$ cat src/rtl/difftest_commit_serializer.sv
// difftest_commit_serializer
// Gathers up to SLOTS retired instructions per cycle, compacts them into an
// in-order FIFO and replays them one per cycle on a single commit channel.
// Also owns the cycle/instruction counters and the end-of-simulation trap
// sequence (RUN -> DRAIN -> REPORT -> HALT), with state held in `state`.
//
// Handshakes: the input group (all valid slots plus in_trap) is taken on a
// rising edge where in_ready is high; in_ready depends only on registered
// state, and the producer holds the group while it is low. A commit leaves on
// a rising edge where out_valid & out_ready; the head fields stay stable
// while out_valid is high and out_ready is low.
module difftest_commit_serializer #(
    parameter int SLOTS = 2,
    parameter int DEPTH = 8
) (
    input  logic                  clock,
    input  logic                  reset,
    input  logic [SLOTS-1:0]      in_valid,
    input  logic [64*SLOTS-1:0]   in_pc,
    input  logic [32*SLOTS-1:0]   in_instr,
    input  logic                  in_trap,
    input  logic [2:0]            in_trap_code,
    output logic                  in_ready,
    output logic                  out_valid,
    input  logic                  out_ready,
    output logic [63:0]           out_pc,
    output logic [31:0]           out_instr,
    output logic [7:0]            out_index,
    output logic                  trap_valid,
    output logic [2:0]            trap_code,
    output logic [63:0]           trap_cycle_cnt,
    output logic [63:0]           trap_instr_cnt,
    output logic                  halted
);

    localparam int AW = $clog2(DEPTH);
    localparam int CW = AW + 1;

    typedef enum logic [1:0] {RUN, DRAIN, REPORT, HALT} state_t;

    state_t          state;
    state_t          state_next;

    logic [63:0]     mem_pc    [DEPTH];
    logic [31:0]     mem_instr [DEPTH];
    logic [AW-1:0]   rd_ptr;
    logic [AW-1:0]   wr_ptr;
    logic [CW-1:0]   count;
    logic [CW-1:0]   count_next;
    logic [CW-1:0]   push_cnt;
    logic [CW-1:0]   push_amt;
    logic [CW-1:0]   pop_amt;
    logic [AW-1:0]   slot_addr [SLOTS];
    logic            pop;

    logic [63:0]     cycle_cnt;
    logic [63:0]     instr_cnt;
    logic [2:0]      code_q;
    logic [63:0]     trap_cycle_q;
    logic [63:0]     trap_instr_q;

    // Slot compaction: each valid slot lands at wr_ptr plus the number of valid slots below it
    always_comb begin
        push_cnt = '0;
        for (int i = 0; i < SLOTS; i++) begin
            slot_addr[i] = wr_ptr + AW'(push_cnt);
            if (in_valid[i]) begin
                push_cnt = push_cnt + CW'(1);
            end
        end
        pop        = out_valid & out_ready;
        push_amt   = in_ready ? push_cnt : '0;
        pop_amt    = {{(CW-1){1'b0}}, pop};
        count_next = count + push_amt - pop_amt;
    end

    // FIFO storage; contents need no reset because count gates visibility
    always_ff @(posedge clock) begin
        if (in_ready) begin
            for (int i = 0; i < SLOTS; i++) begin
                if (in_valid[i]) begin
                    mem_pc[slot_addr[i]]    <= in_pc[64*i +: 64];
                    mem_instr[slot_addr[i]] <= in_instr[32*i +: 32];
                end
            end
        end
    end

    // Pointers, fill count, counters and trap bookkeeping
    always_ff @(posedge clock) begin
        if (reset) begin
            rd_ptr       <= '0;
            wr_ptr       <= '0;
            count        <= '0;
            cycle_cnt    <= '0;
            instr_cnt    <= '0;
            code_q       <= '0;
            trap_cycle_q <= '0;
            trap_instr_q <= '0;
        end else begin
            count <= count_next;
            if (in_ready) begin
                wr_ptr <= wr_ptr + AW'(push_cnt);
            end
            if (pop) begin
                rd_ptr    <= rd_ptr + AW'(1);
                instr_cnt <= instr_cnt + 64'd1;
            end
            if (state != HALT) begin
                cycle_cnt <= cycle_cnt + 64'd1;
            end
            if (in_ready && in_trap) begin
                code_q <= in_trap_code;
            end
            // Hold the reported values so they remain readable once halted
            if (state == REPORT) begin
                trap_cycle_q <= cycle_cnt;
                trap_instr_q <= instr_cnt;
            end
        end
    end

    // State register
    always_ff @(posedge clock) begin
        if (reset) begin
            state <= RUN;
        end else begin
            state <= state_next;
        end
    end

    // Next-state: drain ends on the cycle the FIFO will be empty, so the report follows the last pop
    always_comb begin
        state_next = state;
        case (state)
            RUN:     if (in_ready && in_trap) state_next = DRAIN;
            DRAIN:   if (count_next == '0) state_next = REPORT;
            REPORT:  state_next = HALT;
            default: state_next = HALT;
        endcase
    end

    // Outputs: acceptance from registered count only, head fields zeroed when nothing is valid
    always_comb begin
        in_ready       = (state == RUN) && ((CW'(DEPTH) - count) >= CW'(SLOTS));
        out_valid      = ((state == RUN) || (state == DRAIN)) && (count != '0);
        out_pc         = out_valid ? mem_pc[rd_ptr] : '0;
        out_instr      = out_valid ? mem_instr[rd_ptr] : '0;
        out_index      = instr_cnt[7:0];
        trap_valid     = (state == REPORT);
        trap_code      = code_q;
        trap_cycle_cnt = (state == REPORT) ? cycle_cnt : trap_cycle_q;
        trap_instr_cnt = (state == REPORT) ? instr_cnt : trap_instr_q;
        halted         = (state == HALT);
    end

endmodule
$ cat config.mk
export PLATFORM = sky130hd
export DESIGN_NAME = difftest_commit_serializer
export DESIGN_NICKNAME = d
export VERILOG_FILES = /design/src/rtl/difftest_commit_serializer.sv
export SDC_FILE = /design/constraint.sdc
export NUM_CORES = 2
export LEC_CHECK = 0
export CAP_MARGIN = 10
export CORE_MARGIN = 4
export CORE_UTILIZATION = 59
export CTS_CLUSTER_DIAMETER = 80
export DETAILED_ROUTE_END_ITERATION = 10
export GPL_TIMING_DRIVEN = 0
export PLACE_DENSITY = 0.83
export SLEW_MARGIN = 20
export SYNTH_ARGS = -nofsm -noshare
export SYNTH_HDL_FRONTEND = slang
export SYNTH_SLANG_ARGS = --single-unit
$ cat constraint.sdc
create_clock -name clock -period 11.9 [get_ports clock]
set_input_delay 1.785 -clock clock [delete_from_list [all_inputs] [get_ports clock]]
set_output_delay 1.785 -clock clock [all_outputs]
set_load 0.01 [all_outputs]
* Word level (Yosys, flattened, before mapping) *
Memories as Yosys holds them, arrays and structs flattened. A register that Yosys moved wholly into a read port is not among the register bits.
Index checks and enable logic that the tools add are counted.

cells by class
  add/sub/neg operators = 9
  $lt $le $gt $ge = 1
  multiplexer cells = 20
  bitwise operators = 1
  equal/unequal tests = 6
  reduce and logical (&&, ||, !) cells = 8

operators with widths
  kind                                                                                 count
  64-bit two-way mux                                                                   3
  64-bit by 1-bit adder with 64-bit output, second input constant                      2
  32-bit two-way mux                                                                   1
  3-bit two-way mux                                                                    4
  4-bit two-way mux                                                                    2
  1-bit two-way mux                                                                    7
  3-bit adder                                                                          2
  2-bit != test, second input constant                                                 3
  4-bit by 1-bit adder with 4-bit output, second input constant                        1
  4-bit adder                                                                          1
  2-bit equality test, second input constant                                           2
  4-bit by 2-bit greater-or-equal comparator with 1-bit output, second input constant  1
  4-bit zero test                                                                      1
  2-bit two-way mux                                                                    2
  2-bit one-hot mux with 2 select lines                                                1
  4-bit nonzero test                                                                   1
  4-bit by 1-bit subtractor with 4-bit output                                          1
  4-bit subtractor, first input constant                                               1
  3-bit by 1-bit adder with 3-bit output, second input constant                        1
  1-bit logical AND                                                                    3
  2-bit by 1-bit equality test with 1-bit output, second input constant                1
  2-bit zero test                                                                      1
  2-bit AND reduction                                                                  1
  1-bit AND                                                                            1
  1-bit logical OR                                                                     1

word-level totals
  bits of input ports = 201
  output and inout bits = 239
  memories kept = 2
  bits in writable memories = 768
  logic and storage cells = 56
  register bits = 271

memories
  memory     words  bits a word  read ports  clocked after memory_dff  wr ports  RTL line  source
  mem_pc     8      64           1           1                         2         44        logic [63:0] mem_pc [DEPTH];
  mem_instr  8      32           1           1                         2         45        logic [31:0] mem_instr [DEPTH];

* Longest topological paths before layout *
  depth after elaboration = 9
  depth in mapped cells = 14
  depth with buffers taken out = 13

* Worst setup path before layout *
OpenSTA, ideal clock, no wires.

  kind = input to register
  start = in in_valid[0]
  end = mem mem_instr[5][0] (enable)
  path slack = 2,588 ps
  required time = 11,217 ps
  library setup time = 683 ps
  stages = 2
  arrival time = 8,629 ps
  path through = nand3_1 o21ai_0

RTL lines
  element             RTL line  source
  start: declaration  18        input logic [SLOTS-1:0] in_valid,
  end: declaration    45

==> results.sh <==
export IMPL_status="finished, final reports clean"
export IMPL_ir_worst_vdd_v=0.0001661
export IMPL_crit_arrival_ns=4.47
export IMPL_cts_hold_buf=0
export IMPL_synth_seq_cells=1042
export IMPL_dp_slack_ns=6.297
export IMPL_crit_fanout=10
export IMPL_setup_ws_ns=5.649
export IMPL_top_layer="met5"
export IMPL_root_buffer="clkbuf_16"
export IMPL_timing_worst_slew_pin_value_ns=1.120
export IMPL_yosysTopAreaCellShare=0.4540
export IMPL_antenna_found_initial=48
export IMPL_crit_required_ns=10.12
export IMPL_path_clk_slew_ns=0.06
export IMPL_p_clk_frac=0.273
export IMPL_synthTopCellsByCount="edfxtp_1 (768), mux2_2 (713), nand2_1 (431)"
export IMPL_critPathLaunchType="register"
export IMPL_drtIter0Drc=3548
export IMPL_cts_resized=0
export IMPL_crit_family="buffers and inverters"
export IMPL_p_int_mw=8.897
export IMPL_cp_slowest_cell="buf_1"
export IMPL_synth_top_area_cell="edfxtp_1"
export IMPL_dp_hpwl_um=96070
export IMPL_gr_usage_all_layers=0.3126
export IMPL_ys_types=57
export IMPL_design_area_mm2=0.06176
export IMPL_p_seq_frac=0.371
export IMPL_drc=0
export IMPL_clk_latency_ns=0.68
export IMPL_place_inst=5283
export IMPL_fp_row_count=107
export IMPL_power_frac_comb=0.356
export IMPL_wl_um=143800
export IMPL_hp_class="reg -> reg"
export IMPL_instances_no_fill=5519
export IMPL_via_per_inst=6.222
export IMPL_die_x_um=301.4
export IMPL_hold_violations=0
export IMPL_dieArea_mm2=0.09085
export IMPL_die_h_um=301.4
export IMPL_synth_edf_count=768
export IMPL_vias=34340
export IMPL_max_freq_mhz=160.0
export IMPL_syn_nets=3870
export IMPL_rsz0062_at_grt="false"
export IMPL_clock_skew_ns=0.02867
export IMPL_syn_cell_area_mm2=0.05079
export IMPL_drv_cap=0
export IMPL_syn_to_final_growth_pct=21.59
export IMPL_io_buffers=439
export IMPL_antenna_left=0
export IMPL_grt_overflow=0
export IMPL_ys_flop_type="edfxtp_1"
export IMPL_fin_crit_ns=6.251
export IMPL_setup_violations=0
export IMPL_ioPinCount=440
export IMPL_cp_cell_sequence="clkbuf_1 > buf_1 > clkbuf_1 > mux2i_1 > nor2_1 > clkdlybuf4s50_1"
export IMPL_max_stage_delay_ns=0.82
export IMPL_path_common_cell="clkbuf_1"
export IMPL_report_final_slew_viol_count=0
export IMPL_htreeDepth=3
export IMPL_netlist_instances=3652
export IMPL_p_leak_nw=20.97
export IMPL_synth_seq_area_share=0.5620
export IMPL_setup_worst_path_end_class="primary output"
export IMPL_utilization=0.7242
export IMPL_cts_made_buffers=109
export IMPL_first_global_vias=34700
export IMPL_wl_met1_um=54540
export IMPL_p_sw_frac=0.3109
export IMPL_fin_nets=4468
export IMPL_grt_max_degree=20
export IMPL_power_density_mw_per_mm2=209.1
export IMPL_worst_setup_path_type="reg -> out"
export IMPL_placed_area_mm2=0.05796
export IMPL_p_switching_mw=4.015
export IMPL_first_pass_iters=5
export IMPL_fp_coreArea_mm2=0.08528
export IMPL_clkSinkCount=1042
export IMPL_drive_above_1_share=0.2991
export IMPL_grt_pass1_wl_um=214400
export IMPL_cts_tree="done"
export IMPL_cts_buffer_depth=3
export IMPL_synthTopCellsByArea="edfxtp_1 (45%), mux2_2 (16%), dfxtp_1 (11%)"
export IMPL_fin_crit_sh=0.5253
export IMPL_initial_core_util=0.5956
export IMPL_cp_num_buf_inv=4
export IMPL_gp_congestion=0.9337
export IMPL_wl_met3_um=14630
export IMPL_cts_setup_buffers=0
export IMPL_yosysMostFrequentCell="edfxtp_1"
export IMPL_nFillCells=5438
export IMPL_async_reset_ff_frac=0
export IMPL_relSlewSlack=0.2535
export IMPL_syn_avg_cell_area_um2=13.91
export IMPL_met2_wirelength_um=69690
export IMPL_post_drt_wl_per_cell_um=26.06
export IMPL_p_total_mw=12.91
export IMPL_synth_yosys_warnings=0
power groups by stage:
stage | logic [mW] | registers (mW) | clock network, mW
final | 4.60 | 4.79 | 3.53
after global routing | 4.84 | 4.83 | 3.72
after CTS | 4.60 | 4.79 | 3.56
after detailed placement | 4.56 | 4.86 | 0
after global placement | 4.19 | 5.16 | 0
after floorplan | 2.49 | 4.94 | 0
sequential cells by signal (all words and copies together) (netlist names), named ones only:
| name | count |
|---|---|
| cycle_cnt | 64 |
| instr_cnt | 64 |
| mem_pc | 512 |
| state | 2 |
| mem_instr | 256 |
| count | 4 |
| trap_code | 3 |
| trap_cycle_q | 64 |
| rd_ptr | 3 |
| trap_instr_q | 64 |
| wr_ptr | 3 |
stage by stage:
stage / setup TNS [ns] / hold WS (ns)
2_1_floorplan: 0 / 0.4521
3_3_place_gp: -3135.97 / 0.4444
3_5_place_dp: 0 / 0.4465
4_1_cts: 0 / 0.4541
5_1_grt: 0 / 0.4836
6_report: 0 / 0.4588
worst register-to-register path, cell delays in order (launching register included):
cell	delay, ns
dfxtp_1	0.39
inv_1	0.08
ha_1	0.23
xor2_1	0.19
a41oi_4	0.38
and2_2	0.29
nand2_2	0.27
buf_2	0.37
buf_6	0.24
o21ai_4	0.32
buf_16	0.25
buf_16	0.19
buf_16	0.19
path summary, 6_finish.rpt:
kind / start / to / slack [ns] / cells after the start
max: register / out_pc[57] / 5.65 / 6
min: trap_code[0] / trap_code[0] / 0.46 / 2
max reg2reg: count[0] / mem_instr[1][13] / 8.19 / 12
min reg2reg: trap_code[0] / trap_code[0] / 0.46 / 2
layer usage:
layer | vias up | GRT usage
li1 | 15080 | -
met1 | 17130 | 0.4139
met2 | 1824 | 0.5078
met3 | 291 | 0.06954
met4 | 20 | 0.1208
met5 | - | 0
cell usage in the layout, fill, tap and decap left out, drive strengths merged, types with 15 or more instances in the layout:
| cell | n |
|---|---|
| a21oi | 79 |
| and3 | 27 |
| buf | 154 |
| clkbuf | 279 |
| clkdlybuf4s50 | 439 |
| clkinv | 31 |
| dfxtp | 274 |
| diode | 38 |
| edfxtp | 768 |
| ha | 15 |
| inv | 34 |
| mux2 | 771 |
| mux2i | 98 |
| mux4 | 192 |
| nand2 | 435 |
| nand3 | 59 |
| nand4 | 47 |
| nor2 | 185 |
| nor2b | 134 |
| nor3 | 22 |
| o21ai | 49 |
| o31ai | 34 |
| or3 | 32 |
| or4 | 35 |
| xnor2 | 24 |
| xor2 | 35 |
cell type report:
type,instances,area [um^2],share of cell area
clock inverter,48,656.9,0.01064
buffer,235,1151,0.01864
timing repair buffer,487,5648,0.09145
multi-input combinational,2344,21080,0.3413
antenna,38,95.09,0.001540
sequential,1042,28550,0.4622
clock buffer,150,3035,0.04915
inverter,31,116.4,0.001884
tap,1144,1431,0.02318
kinds of logic after synthesis:
family / share of synthesized area
muxes: 0.2797
DFF: 0.5620
and+or+nand+nor: 0.09723
buffers and inverters: 0.02493
AOI/OAI and AO/OA: 0.02150
xor gates and xnor gates: 0.01017
adders and majority gates: 0.004483
No activity file was read; power rests on OpenSTA's default activity.
